===== src/rtl/safe_lock_pkg.sv =====
// Shared types and constants for the safe lock controller and its dwell timer.
package safe_lock_pkg;

  localparam int unsigned CODE_W  = 16;
  localparam int unsigned DIGIT_W = 4;

  localparam logic [CODE_W-1:0] CODE_DEFAULT = 16'h1234;

  typedef enum logic [2:0] {
    LOCKED      = 3'd0,
    CHECK       = 3'd1,
    UNLOCKED    = 3'd2,
    LOCKOUT     = 3'd3,
    PROGRAM     = 3'd4,
    CHECK_CLEAR = 3'd5
  } state_t;

  // Timer must hold N-1 for the longer of the two dwell periods.
  function automatic int unsigned timer_width(input int unsigned a, input int unsigned b);
    return (a > b) ? $clog2(a) : $clog2(b);
  endfunction

endpackage


===== src/rtl/dwell_timer.sv =====
// Loadable down-counter with a registered zero flag, shared by all timed states.
module dwell_timer #(
  parameter int unsigned W = 8
) (
  input  logic         clk,
  input  logic         rst_n,
  input  logic         load,
  input  logic [W-1:0] load_val,
  input  logic         dec,
  output logic         zero
);

  logic [W-1:0] cnt_q;
  logic [W-1:0] cnt_d;

  always_comb begin
    cnt_d = cnt_q;
    if (load) begin
      cnt_d = load_val;
    end else if (dec && (cnt_q != '0)) begin
      cnt_d = cnt_q - W'(1);
    end
  end

  always_ff @(posedge clk or negedge rst_n) begin
    if (!rst_n) begin
      cnt_q <= '0;
      zero  <= 1'b1;
    end else begin
      cnt_q <= cnt_d;
      zero  <= (cnt_d == '0);
    end
  end

endmodule


===== src/rtl/safe_lock_fsm.sv =====
// Safe lock control FSM: code check, unlock dwell, failure counting and alarm lockout.
// Optional code programming from the unlocked state via SAFE_LOCK_PROGRAM_MODE_EN.
module safe_lock_fsm
  import safe_lock_pkg::*;
#(
  parameter logic [CODE_W-1:0] DEFAULT_CODE   = CODE_DEFAULT,
  parameter int unsigned       MAX_ATTEMPTS   = 3,
  parameter int unsigned       UNLOCK_CYCLES  = 50_000_000,
  parameter int unsigned       LOCKOUT_CYCLES = 250_000_000
) (
  input  logic              clk,
  input  logic              rst_n,
  input  logic [CODE_W-1:0] entered_code,
  input  logic              done,
  input  logic              lock_btn,
  input  logic              prog_btn,
  output logic              clear_entry,
  output logic              unlocked,
  output logic              alarm,
  output logic [3:0]        attempts_left
);

  localparam int unsigned CNT_W   = 4;
  localparam int unsigned TIMER_W = timer_width(UNLOCK_CYCLES, LOCKOUT_CYCLES);

  localparam logic [CNT_W-1:0]   MAX_CNT      = CNT_W'(MAX_ATTEMPTS);
  localparam logic [TIMER_W-1:0] UNLOCK_LOAD  = TIMER_W'(UNLOCK_CYCLES - 1);
  localparam logic [TIMER_W-1:0] LOCKOUT_LOAD = TIMER_W'(LOCKOUT_CYCLES - 1);

  state_t             state_q, state_d;
  logic [CNT_W-1:0]   fail_q, fail_d;
  logic [CODE_W-1:0]  stored_code_q;
  logic               tmr_load, tmr_dec, tmr_zero;
  logic [TIMER_W-1:0] tmr_load_val;
  logic               clear_entry_d, unlocked_d, alarm_d;
  logic [3:0]         attempts_left_d;

`ifdef SAFE_LOCK_PROGRAM_MODE_EN
  logic [CODE_W-1:0] stored_code_d;

  always_ff @(posedge clk or negedge rst_n) begin
    if (!rst_n) begin
      stored_code_q <= DEFAULT_CODE;
    end else begin
      stored_code_q <= stored_code_d;
    end
  end
`else
  logic unused_prog_btn;

  assign stored_code_q   = DEFAULT_CODE;
  assign unused_prog_btn = prog_btn;
`endif

  dwell_timer #(.W(TIMER_W)) u_timer (
    .clk      (clk),
    .rst_n    (rst_n),
    .load     (tmr_load),
    .load_val (tmr_load_val),
    .dec      (tmr_dec),
    .zero     (tmr_zero)
  );

  // Next state plus next-cycle Moore output decode.
  always_comb begin
    state_d      = state_q;
    fail_d       = fail_q;
    tmr_load     = 1'b0;
    tmr_load_val = '0;
    tmr_dec      = 1'b0;
`ifdef SAFE_LOCK_PROGRAM_MODE_EN
    stored_code_d = stored_code_q;
`endif
    case (state_q)
      LOCKED: begin
        if (done) state_d = CHECK;
      end
      CHECK: begin
        if (entered_code == stored_code_q) begin
          state_d      = UNLOCKED;
          fail_d       = '0;
          tmr_load     = 1'b1;
          tmr_load_val = UNLOCK_LOAD;
        end else if (CNT_W'(fail_q + CNT_W'(1)) == MAX_CNT) begin
          state_d      = LOCKOUT;
          fail_d       = MAX_CNT;
          tmr_load     = 1'b1;
          tmr_load_val = LOCKOUT_LOAD;
        end else begin
          state_d = LOCKED;
          fail_d  = CNT_W'(fail_q + CNT_W'(1));
        end
      end
      UNLOCKED: begin
        if (lock_btn || tmr_zero) begin
          state_d = LOCKED;
`ifdef SAFE_LOCK_PROGRAM_MODE_EN
        end else if (prog_btn) begin
          state_d = PROGRAM;
`endif
        end else begin
          tmr_dec = 1'b1;
        end
      end
      LOCKOUT: begin
        if (tmr_zero) begin
          state_d = LOCKED;
          fail_d  = '0;
        end else begin
          tmr_dec = 1'b1;
        end
      end
`ifdef SAFE_LOCK_PROGRAM_MODE_EN
      PROGRAM: begin
        if (lock_btn) begin
          state_d = LOCKED;
        end else if (done) begin
          stored_code_d = entered_code;
          state_d       = CHECK_CLEAR;
        end
      end
      CHECK_CLEAR: begin
        state_d = LOCKED;
      end
`endif
      default: begin
        state_d = LOCKED;
      end
    endcase

    clear_entry_d   = (state_d == CHECK) || (state_d == UNLOCKED) ||
                      (state_d == LOCKOUT) || (state_d == CHECK_CLEAR);
    unlocked_d      = (state_d == UNLOCKED) || (state_d == PROGRAM);
    alarm_d         = (state_d == LOCKOUT);
    attempts_left_d = MAX_CNT - fail_d;
  end

  always_ff @(posedge clk or negedge rst_n) begin
    if (!rst_n) begin
      state_q       <= LOCKED;
      fail_q        <= '0;
      clear_entry   <= 1'b0;
      unlocked      <= 1'b0;
      alarm         <= 1'b0;
      attempts_left <= MAX_CNT;
    end else begin
      state_q       <= state_d;
      fail_q        <= fail_d;
      clear_entry   <= clear_entry_d;
      unlocked      <= unlocked_d;
      alarm         <= alarm_d;
      attempts_left <= attempts_left_d;
    end
  end

endmodule


===== config.mk =====
export PLATFORM = sky130hd
export DESIGN_NAME = safe_lock_fsm
export DESIGN_NICKNAME = d
export VERILOG_FILES = /design/src/rtl/safe_lock_pkg.sv /design/src/rtl/dwell_timer.sv /design/src/rtl/safe_lock_fsm.sv
export SDC_FILE = /design/constraint.sdc
export NUM_CORES = 1
export LEC_CHECK = 0
export ABC_AREA = 0
export BUFFER_PORTS_ARGS = -buffer_cell sky130_fd_sc_hd__buf_4
export CAP_MARGIN = 20
export CORE_MARGIN = 2
export CORE_UTILIZATION = 30
export CTS_BUF_LIST = sky130_fd_sc_hd__clkbuf_16
export DETAILED_ROUTE_END_ITERATION = 8
export GPL_TIMING_DRIVEN = 0
export HOLD_SLACK_MARGIN = 0.06
export PLACE_DENSITY_LB_ADDON = 0.25
export SYNTH_ARGS = -nofsm -noshare
export SYNTH_HDL_FRONTEND = slang
export SYNTH_SLANG_ARGS = --single-unit

===== constraint.sdc =====
create_clock -name clk -period 3.85 [get_ports clk]
set_input_delay 0.1925 -clock clk [delete_from_list [all_inputs] [get_ports clk]]
set_output_delay 0.1925 -clock clk [all_outputs]
set_load 0.03 [all_outputs]

# After elaboration in Yosys (flattened, before gate mapping)
# Cells that the tools add are included.
[totals] reg_bits=43 latchBits=0 mem_bits_rw=0 romBits=0 output_inout_bits=7 memories=0
[op_classes] add_sub_neg=3 mul=0 div=0 magnitude_cmp=0 eq_ne=10 n_shift=0 n_mux=21 bitwise_logic=0 n_reduce_logical=9
[op_table] op="2-to-1 mux 28 bit" n=5
[op_table] op="zero test 28 bit" n=1
[op_table] op="nonzero test 28 bit" n=1
[op_table] op="subtractor 28 x 1 -> 28 bit (second input constant)" n=1
[op_table] op="equality test 16 x 13 -> 1 bit (second input constant)" n=1
[op_table] op="equality test 3 x 2 -> 1 bit (second input constant)" n=4
[op_table] op="2-to-1 mux 4 bit" n=3
[op_table] op="one-hot mux 3 bit (4 select lines)" n=1
[op_table] op="2-to-1 mux 3 bit" n=3
[op_table] op="one-hot mux 4 bit (2 select lines)" n=1
[op_table] op="equality test 3 x 1 -> 1 bit (second input constant)" n=2
[op_table] op="equality test 3 bit (second input constant)" n=2
[op_table] op="logical OR 1 bit" n=5
[op_table] op="2-to-1 mux 1 bit" n=5
[op_table] op="adder 4 x 1 -> 4 bit (second input constant)" n=1
[op_table] op="equality test 4 x 2 -> 1 bit (second input constant)" n=1
[op_table] op="2-to-1 mux 2 bit" n=2
[op_table] op="subtractor 2 x 4 -> 4 bit (first input constant)" n=1
[op_table] op="zero test 3 bit" n=1
[op_table] op="one-hot mux 1 bit (2 select lines)" n=1
[op_table] op="logical AND 1 bit" n=1

# Logic depth before layout (Yosys ltp)
# Gate-level depths: netlist of run 1.
[logic_depth] depth_word=9 depth_mapped=10 mapped_depth_nobuf=9

# Hierarchy
# A second synthesis of run 1 with hierarchy kept.
[hier_totals] cells_unflattened=263 area_unflattened_um2=2551.2
[modules_own_cells] module="dwell_timer" instances=1 cells_each=191 area_per_inst_um2=1809.2 seq_area_each_um2=726.9
[modules_own_cells] module="safe_lock_fsm" instances=1 cells_each=72 area_per_inst_um2=742.0 seq_area_each_um2=327.8

# Least setup slack after synthesis of run 1
# No wires, ideal clock.
[synth_timing] path_kind="reg-to-reg" start="register u_timer.cnt_q[0]" end="register u_timer.zero" setup_time_ns=0.090 arrival_ns=2.950 required_time_ns=3.760 setup_slack_ns=0.810 stages_incl_launch_ff=11 path_buffers=1 synth_period_minus_slack_ns=3.040 cell_sequence="dfrtp_1 -> inv_1 -> ha_1 -> or3b_1 -> clkbuf_1 -> or4_1 -> nor4_1 -> mux2_2 -> nor4_4 -> nand4_1 -> nor4_2"
[synth_via] elab_chain_cells=5
[synth_rtl] element="start, declared" line="dwell_timer.sv:13" rtl="logic [W-1:0] cnt_q;"
[synth_rtl] element="start signal, assigned" line="dwell_timer.sv:30" rtl="cnt_q <= cnt_d;"
[synth_rtl] element="branches (longest 2 deep; another with subtractor 28 x 1 -> 28 bit)"
[synth_rtl] element="2-to-1 mux 28 bit (*)" line="dwell_timer.sv:20" rtl="end else if (dec && (cnt_q != '0)) begin"
[synth_rtl] element="2-to-1 mux 28 bit (*)" line="dwell_timer.sv:18" rtl="if (load) begin"
[synth_rtl] element="zero test 28 bit (*)" line="dwell_timer.sv:31" rtl="zero <= (cnt_d == '0);"
[synth_rtl] element="end signal, assigned" line="dwell_timer.sv:31"
[synth_rtl] element="end, declared" line="dwell_timer.sv:10" rtl="output logic zero"
# Every way passes the cells marked *.

# Worst setup path in the final report of run 1
# Same ends and word-level chain as after synthesis.

==> results_dict.tcl, run 1 <==
set metrics [dict create \
    status "finished clean" \
    dp.final_hpwl_mm 4.33 \
    yosysWarnings 0 \
    worstSkewPairLatency_ns 0.29 \
    grt_pass1_wl_mm 9.79 \
    fin_skew_ns 0.00878 \
    synth_area_leaders "dfrtp_1 (40%), xnor2_1 (5.0%), nand2_1 (4.6%), nor4_1 (3.8%), dfstp_2 (3.2%)" \
    power_density_mw_per_mm2 560 \
    synth_edf_count 0 \
    routedWlPerCell_um 14.9 \
    grt.busiest_layer "met2" \
    num_vias 2035 \
    tns_ns 0 \
    ys_seq_area_share_pct 43.2 \
    grtUsageTotal_pct 14.4 \
    areaGrowthSynthToFinish_pct 19.5 \
    hold_violations 0 \
    fin_util_pct 37.4 \
    critical_path.max_fanout 10 \
    die_area_mm2 0.00888 \
    gp_congestion 0.851 \
    mostFrequentLayoutCells "dfrtp_1 (39), nand2_1 (30), buf_4 (27)" \
    route.detailed.drc 0 \
    synth_cells 261 \
    cts-resized-gates 0 \
    htree_levels 2 \
    setup_violations 0 \
    port-buffer-count 26 \
    antenna_found_initial 0 \
    fin_crit_ns 3.42 \
    firstDrtPassIters 4 \
    syn_nets 286 \
    ant_nets 0 \
    arrival_ns 3.61 \
    nets 320 \
    die_h_um 94.2 \
    cap_violations 0 \
    final_common_cell "dfrtp_1" \
    worstMarginPinSlew_ns 0.752 \
    clock-sinks 42 \
    max_freq_mhz 292 \
    avgSynthCellArea_um2 9.36 \
    irDropWorstVdd_uv 308 \
    grt_pass1_vias 1979 \
    cts-root-buf "clkbuf_16" \
    setup_ws_ns 0.425 \
    initial_core_util_pct 31.3 \
    grt_max_degree 43 \
    ys_types 59 \
    syn_area_mm2 0.00244 \
    pin_count 28 \
    routed_wirelength_mm 5.94 \
    cts_tree "built" \
    dp_slack_ns 0.456 \
    async_flop_share_pct 100 \
    hold_class "in -> reg" \
    cp-start-kind "flip-flop" \
    drive_gt1_share_pct 19.6 \
    drtIter0Drc 104 \
    core_area_mm2 0.00781 \
    met1_usage_pct 19.0 \
    rsz0062_at_grt "false" \
    num_rows 32 \
    final_cell_count_no_fill 398 \
    drv_slew 0 \
    ys_ff_latch 42 \
    ys.flop_type "dfrtp_1" \
    numCtsBuffers 5 \
    place_inst 389 \
    use_met3_pct 2.57 \
    endpoint_kind "flip-flop" \
    synth_top_area_share_pct 40.0 \
    ctsLongestPathBuffers 2 \
    grtUsageMet2_pct 23.0 \
    grt.overflow.total 0 \
    vias_per_cell 5.11 \
    antenna_cells 0 \
    p_leak_nw 1.20 \
    die_w_um 94.2 \
    critical_path_required_ns 4.04 \
    yosys.area.top_type "dfrtp_1" \
    critPathKind "reg -> reg" \
    relSlewSlack_pct 49.4 \
    timing.final.crit_share_pct 88.9 \
    clk_pin_slew_worst_paths_ns 0.06 \
]
cell families (layout without fill, tap and decap cells):
group / Yosys count / count (layout) / share of synthesized area, %
other cells: 1 / 1 / 0.154
buf+inv: 21 / 56 / 3.43
xor+xnor: 21 / 21 / 7.53
compound gates: 41 / 41 / 12.2
fa+ha+maj: 4 / 4 / 2.05
mux: 1 / 1 / 0.461
simple gates: 130 / 130 / 31.0
flops: 42 / 42 / 43.2
per-layer routing:
layer | share of wire (%) | vias to the layer above
li1 | - | 1017
met1 | 47 | 965
met2 | 47 | 42
met3 | 3.9 | 11
met4 | 2.5 | 0
met5 | 0 | -
power breakdown:
group	total (mW)	internal (mW)	switching, mW
Clock	0.414	0.238	0.176
Combinational	0.500	0.228	0.272
Sequential	0.719	0.570	0.149
Total	1.63	1.04	0.597
state kept, by name, summed over array words and instances, names as in the netlist:
register / cells
fail_q: 4
state_q: 3
unlocked: 1
clear_entry: 1
u_timer.cnt_q: 28
u_timer.zero: 1
attempts_left: 3
alarm: 1
stage by stage:
step / power [mW] / area, µm² / hold slack (ns)
2_1_floorplan: 1.06 / 2440 / -0.103
3_3_place_gp: 1.22 / 2770 / 0.226
3_5_place_dp: 1.23 / 2770 / 0.225
4_1_cts: 1.64 / 2920 / 0.324
5_1_grt: 1.76 / 2920 / 0.351
6_report: 1.63 / 2920 / 0.318
layout make-up:
cell class                 count  area (µm²)
sequential                    42        1050
clock inverter                 3        17.5
multi-input combinational    198        1300
timing repair buffer          27         205
clock buffer                   5         125
buffer                         8        35.0
inverter                      13        48.8
fill                         800        4890
tap                          102         128
cell usage after synthesis (5+ instances only):
cell,instances
a21oi_1,5
clkbuf_1,6
dfrtp_1,39
inv_1,13
nand2_1,30
nand3_1,7
nor2_1,19
nor3_1,11
nor4_1,15
o21ai_0,10
or4_1,6
xnor2_1,14
xor2_1,7
worst max-delay path: stages, from the launching register on:
cell       delay (ns)
dfrtp_1          0.43
inv_1            0.12
ha_1             0.17
or3b_1           0.35
clkbuf_1         0.18
nor4_2           0.44
o31ai_4          0.25
o31a_2           0.35
a2111oi_1        0.49
nand4_1          0.21
nor4_2           0.34
worst paths after layout:
check | cells past startpoint | to | slack (ns) | start
max | 10 | u_timer.zero$_DFF_PN1_ | 0.43 | u_timer.cnt_q[0]$_DFF_PN0_
min | 4 | clear_entry$_DFF_PN0_ | 0.32 | done
min in group asynchronous | 2 | u_timer.cnt_q[16]$_DFF_PN0_ | 0.44 | rst_n
max reg2reg | 10 | u_timer.zero$_DFF_PN1_ | 0.43 | u_timer.cnt_q[0]$_DFF_PN0_
max in group asynchronous | 2 | attempts_left[0]$_DFF_PN1_ | 3.04 | rst_n
min reg2reg | 2 | u_timer.cnt_q[17]$_DFF_PN0_ | 0.53 | u_timer.cnt_q[17]$_DFF_PN0_
repair_timing:
item                                   in CTS  in global routing
hold buffers                                1                  0
endpoints found under the hold margin      39                  0
setup buffers                               0                  0
Note: power is estimated with default switching activity, not from simulation.
==> inputs of run 2 (changes only) <==
Settings changed: SYNTH_HIERARCHICAL set to 1.
==> run 2 against run 1 <==
  * Wire length is 4.1% higher
  * Hold slack better by 0.036 ns
  * Critical endpoint is now u_timer/zero$_DFF_PN1_
  * Synthesized cell count is 0.77% higher
  * Sequential cell count stayed put
  * Final cell count is 2.5% higher
  * Sequential share of layout area is 1.7 points lower
==> results_dict.tcl, run 2 <==
set metrics [dict create \
    top_regs "u_timer/cnt_q (28), fail_q (4)" \
    worstSkewPairLatency_ns 0.28 \
    ys_types 61 \
    largest_reg_flops 28 \
    hold_ws_ns 0.354 \
    min_from "done" \
    die_h_um 96.2 \
    grt_pass1_wl_mm 10.0 \
    rsz0062_at_grt "false" \
    route.detailed.drc 0 \
    final_cell_count_no_fill 408 \
    fill_cells 840 \
    yosysWarnings 6 \
    cts_tree "built" \
    grtUsageTotal_pct 14.3 \
    hold_violations 0 \
    gp_congestion 0.790 \
    comb_power_share_pct 35.5 \
    place_inst 400 \
    firstDrtPassIters 4 \
    ys_ff_latch 42 \
    grt.overflow.total 0 \
    arrival_ns 3.78 \
    numCtsBuffers 5 \
    clk_pin_slew_worst_paths_ns 0.07 \
    status "finished clean" \
    synth_edf_count 0 \
    critPathKind "reg -> reg" \
    cts-root-buf "clkbuf_16" \
    syn_area_mm2 0.00255 \
    relSlewSlack_pct 42.7 \
    irDropWorstVdd_uv 252 \
    p_leak_nw 1.21 \
    switching_share_pct 38.1 \
    synth_top_area_share_pct 38.3 \
    port-buffer-count 26 \
    num_vias 2124 \
    ys.flop_type "dfrtp_1" \
    endpoint_kind "flip-flop" \
    initial_core_util_pct 31.0 \
    ctsLongestPathBuffers 2 \
    synth_area_leaders "dfrtp_1 (38%), nand2_1 (3.7%), xor2_1 (3.4%), or4_1 (3.2%), dfstp_2 (3.1%)" \
    cap_violations 0 \
    setup_violations 0 \
    drive_gt1_share_pct 20.1 \
    seqPwrFrac_pct 42.0 \
    routed_wirelength_mm 6.18 \
    vias_per_cell 5.21 \
    synth_cells 263 \
    die_w_um 96.2 \
    mostFrequentLayoutCells "dfrtp_1 (39), buf_4 (27), nand2_1 (25)" \
    yosys.area.top_type "dfrtp_1" \
    die_area_mm2 0.00926 \
    critical_path_required_ns 4.08 \
    drtIter0Drc 105 \
    drv_slew 0 \
    antenna_cells 0 \
    crit_start "u_timer/cnt_q[8]$_DFF_PN0_" \
    htree_levels 2 \
    p_switching_uw 711 \
    nets 327 \
    grt_pass1_vias 2083 \
    top_register "u_timer/cnt_q" \
    num_rows 33 \
    clkPwrFrac_pct 22.5 \
    multi_input_area_mm2 0.00146 \
    areaGrowthSynthToFinish_pct 20.2 \
    ys_seq_area_share_pct 41.3 \
    pin_count 28 \
    timing.final.crit_share_pct 92.4 \
    antenna_found_initial 0 \
    worstMarginPinSlew_ns 0.852 \
    grt_max_degree 43 \
    avgSynthCellArea_um2 9.70 \
    intPower_mw 1.16 \
    ys_top_cells_by_count "dfrtp_1 (39), nand2_1 (25), nor2_1 (13), nor4_1 (12), or4_1 (11)" \
    critical_path.max_fanout 10 \
    max_freq_mhz 281 \
    async_flop_share_pct 100 \
    hold_class "in -> reg" \
    core_area_mm2 0.00822 \
    rr_startpoint "u_timer/cnt_q[8]$_DFF_PN0_" \
    power_density_mw_per_mm2 609 \
    routedWlPerCell_um 15.1 \
    dp.final_hpwl_mm 4.61 \
    fin_crit_ns 3.56 \
    regArea_mm2 0.00105 \
    fin_skew_ns 0.00489 \
    synthMostInstantiatedCell "dfrtp_1" \
    final_common_cell "dfrtp_1" \
    clock-sinks 42 \
    cp-start-kind "flip-flop" \
    ant_nets 0 \
]
==> run 2: changes by cell type after synthesis, moves of 4 or more <==
cell	delta
inv_1	-7
nor2_1	-6
o31ai_1	+4
nand2_1	-5
or4_1	+5
nor3_1	-5
xnor2_1	-5
mux2_2	+5
==> run 2: metrics by stage <==
stage	setup slack (ns)	instance area (µm²)	setup TNS [ns]	utilization (%)	total power [mW]
detailed placement	-0.597	2900	-1.17	35.3	1.45
global placement	-0.557	2900	-0.795	35.3	1.44
global route	0.0668	3070	0	37.3	2.00
finish	0.292	3070	0	37.3	1.87
CTS	0.274	3060	0	37.2	1.88
floorplan	0.628	2570	0	-	1.25
==> run 2: power groups by stage <==
stage | logic, mW | registers, mW | clock network [mW]
after global placement | 0.652 | 0.784 | 0
after CTS | 0.665 | 0.782 | 0.433
after floorplan | 0.469 | 0.778 | 0
final | 0.663 | 0.784 | 0.420
after global routing | 0.737 | 0.814 | 0.448
after detailed placement | 0.663 | 0.787 | 0
==> run 2: worst max-delay path, stage by stage, from the launching register on <==
cell and delay (ns):
dfrtp_1 0.44, or4_4 0.60, or4_1 0.40, buf_2 0.20
nor4b_1 0.54, xor2_1 0.16, o32a_1 0.31, or4_1 0.40
nor4_1 0.22, and4b_1 0.24
==> run 2: final cells by class <==
cell class	instances	share of cell area (%)
clock buffers	5	4.08
well taps	105	4.29
inverters	6	0.735
plain buffers	11	1.59
flip-flops and latches	42	34.4
multi-input cells	209	47.5
repair buffers	27	6.69
clock inverters	3	0.694
==> run 2: final timing paths <==
| check | end | slack [ns] | depth (start not counted) |
|---|---|---|---|
| worst max-delay path | u_timer/zero$_DFF_PN1_ | 0.29 | 9 |
| worst min-delay path | state_q[0]$_DFF_PN0_ | 0.35 | 4 |
| worst max register to register | u_timer/zero$_DFF_PN1_ | 0.29 | 9 |
| worst min register to register | attempts_left[1]$_DFF_PN1_ | 0.53 | 1 |
| max in group asynchronous | u_timer/cnt_q[24]$_DFF_PN0_ | 3.02 | 2 |
| min in group asynchronous | fail_q[3]$_DFF_PN0_ | 0.45 | 2 |
==> run 2: timing repair <==
item | in CTS | in global routing
hold buffers | 1 | 0
setup buffers | 0 | 0
hold endpoints to repair | 39 | 0
pin swaps | 0 | 0
resized for setup | 2 | 1
endpoints found under the setup margin | 1 | 1
==> run 2: cells by family (layout without fill, tap and decap cells) <==
logic type / after synthesis / count (layout) / share of synthesized area (%)
compound gates: 54 / 54 / 15.8
xor+xnor: 19 / 19 / 6.52
fa+ha+maj: 4 / 4 / 1.96
buf+inv: 18 / 52 / 2.94
flops: 42 / 42 / 41.3
mux: 7 / 7 / 3.04
other cells: 1 / 7 / 0.147
simple gates: 118 / 118 / 28.2
==> run 2: routing by layer <==
metal	vias to the layer above	global-route usage [%]	routed length, µm
met4	0	5.36	114
met5	-	0	0
met2	65	23.1	2810
met3	11	2.82	417
li1	1061	-	-
met1	987	18.9	2840
==> inputs of run 3 (changes only) <==
Settings changed: CTS_BUF_LIST sky130_fd_sc_hd__clkbuf_16 to not set, CTS_CLUSTER_DIAMETER set to 100.
==> run 3 against run 2 <==
  * Core utilization is 0.69 points lower
  * Setup slack worse by 0.033 ns
  * Critical path depth stayed put
  * Power is 7.2% lower
  * Non-clock buffer count stayed put
  * Combinational power hardly changed
  * Count of clock-buffer cells in the layout stayed put
  * Sequential power hardly changed
  * Hold slack worse by 0.015 ns
  * Fmax is 0.92% lower
  * Clock skew is 0.0042 ns higher
  * Final cell count stayed put
  * Critical endpoint unchanged
  * Largest cell class unchanged
  * Largest power group unchanged
==> results_dict.tcl, run 3 (synthesis gave the netlist of run 2 again) <==
set metrics [dict create \
    critical_path.max_fanout 10 \
    drtIter0Drc 98 \
    pin_count 28 \
    core_area_mm2 0.00822 \
    rr_startpoint "u_timer/cnt_q[8]$_DFF_PN0_" \
    areaGrowthSynthToFinish_pct 18.0 \
    reg2regPathDepth 9 \
    dp_slack_ns -0.597 \
    clk_pin_slew_worst_paths_ns 0.09 \
    hold_class "in -> reg" \
    num_vias 2165 \
    setup_violations 0 \
    cts-root-buf "clkbuf_8" \
    routedWlPerCell_um 15.1 \
    crit_start "u_timer/cnt_q[8]$_DFF_PN0_" \
    drv_slew 0 \
    r2r_end "u_timer/zero$_DFF_PN1_" \
    routed_wirelength_mm 6.15 \
    dp.final_hpwl_mm 4.61 \
    largest_reg_flops 28 \
    nets 327 \
    crit_top_cell "or4_1" \
    ant_nets 0 \
    die_area_mm2 0.00926 \
    die_h_um 96.2 \
    crit_slowest_cell "or4_4" \
    p_total_mw 1.73 \
    vias_per_cell 5.31 \
    cp-start-kind "flip-flop" \
    p_leak_nw 1.19 \
    htree_levels 2 \
    die_w_um 96.2 \
    ctsLongestPathBuffers 2 \
    fin_util_pct 36.6 \
    slowest_delay_ns 0.60 \
    power_density_mw_per_mm2 576 \
    stdcell_area_mm2 0.00301 \
    hold_depth 4 \
    grtUsageTotal_pct 14.1 \
    gp_congestion 0.790 \
    place_inst 400 \
    mostFrequentLayoutCells "dfrtp_1 (39), buf_4 (27), nand2_1 (25)" \
    firstDrtPassIters 4 \
    crit_chain "or4_4 -> or4_1 -> buf_2 -> nor4b_1 -> xor2_1 -> o32a_1 -> or4_1 -> nor4_1 -> and4b_1" \
    num_rows 33 \
    critical_path_required_ns 4.09 \
    irDropWorstVdd_uv 254 \
    status "finished clean" \
    numCtsBuffers 5 \
    critPathKind "reg -> reg" \
    placed_area_mm2 0.00290 \
    grt_max_degree 43 \
    route.detailed.drc 0 \
    endpoint_kind "flip-flop" \
    timing.final.crit_share_pct 93.3 \
    worstMarginPinSlew_ns 0.815 \
    final_cell_count_no_fill 408 \
    antenna_cells 0 \
    port-buffer-count 26 \
    cp-endpoint "u_timer/zero$_DFF_PN1_" \
    grt_pass1_vias 2082 \
    fin_skew_ns 0.00913 \
    relSlewSlack_pct 45.1 \
    fin_crit_ns 3.59 \
    clock-sinks 42 \
    antenna_found_initial 0 \
    top_regs "u_timer/cnt_q (28), fail_q (4)" \
    drive_gt1_share_pct 20.1 \
    initial_core_util_pct 31.0 \
    max_freq_mhz 278 \
    top_register "u_timer/cnt_q" \
    cap_violations 0 \
    reg2reg_slack_ns 0.26 \
    arrival_ns 3.83 \
    grt.overflow.total 0 \
    hold_violations 0 \
    setup_ws_ns 0.259 \
    rsz0062_at_grt "false" \
    cts_tree "built" \
    final_common_cell "dfrtp_1" \
    fill_cells 847 \
    worstSkewPairLatency_ns 0.29 \
    grt_pass1_wl_mm 10.0 \
]
## run 3: cell count changes in the layout (fill, tap and decap cells not counted)
cell,before,now
clkbuf_16,5,0
clkbuf_8,0,5
## run 3: worst max-delay path: cells and delay by family (launching register included)
family	cells	cell delay, ns
compound gates	1	0.31
xor+xnor	1	0.16
buf+inv	1	0.20
flops	1	0.45
simple gates	6	2.41
## run 3: worst min path at each step
| stage | from | endpoint |
|---|---|---|
| final | lock_btn | alarm$_DFF_PN0_ |
| after global routing | done | alarm$_DFF_PN0_ |
| after CTS | done | state_q[0]$_DFF_PN0_ |
| after detailed placement | rst_n | clear_entry$_DFF_PN0_ |
| after global placement | rst_n | clear_entry$_DFF_PN0_ |
| after floorplan | rst_n | alarm$_DFF_PN0_ |
## run 3: per-stage QoR
step | setup TNS [ns] | hold WS, ns
floorplan | 0 | -0.103
global placement | -0.795 | 0.227
detailed placement | -1.17 | 0.228
CTS | 0 | 0.328
global route | 0 | 0.357
finish | 0 | 0.339
## run 3: final cells by class
cell class / instances / area, µm² / share of cell area, %
Tap cell: 105 / 131 / 4.37
Clock inverter: 3 / 21.3 / 0.707
Buffer: 11 / 48.8 / 1.62
Sequential cell: 42 / 1050 / 35.1
Inverter: 6 / 22.5 / 0.748
Multi-Input combinational cell: 209 / 1460 / 48.4
Timing Repair Buffer: 27 / 205 / 6.82
Clock buffer: 5 / 68.8 / 2.29
## run 3: routing by layer
metal / track usage, % / vias to the layer above / wire (µm)
met5: 0 / - / 0
met4: 4.29 / 0 / 106
met3: 2.82 / 12 / 370
met2: 22.8 / 71 / 2800
met1: 19.1 / 1017 / 2880
li1: - / 1065 / -
## run 3: where the power goes
group          total, mW  internal [mW]  switching [mW]
registers          0.784          0.613           0.171
logic              0.662          0.301           0.360
clock network      0.286          0.128           0.159
total               1.73           1.04           0.690
## run 3: what timing repair did
item,4_1_cts,5_1_grt
endpoints found under the setup margin,1,1
setup buffers,0,0
hold buffers,1,0
gates resized for setup,2,1
endpoints found under the hold margin,39,0
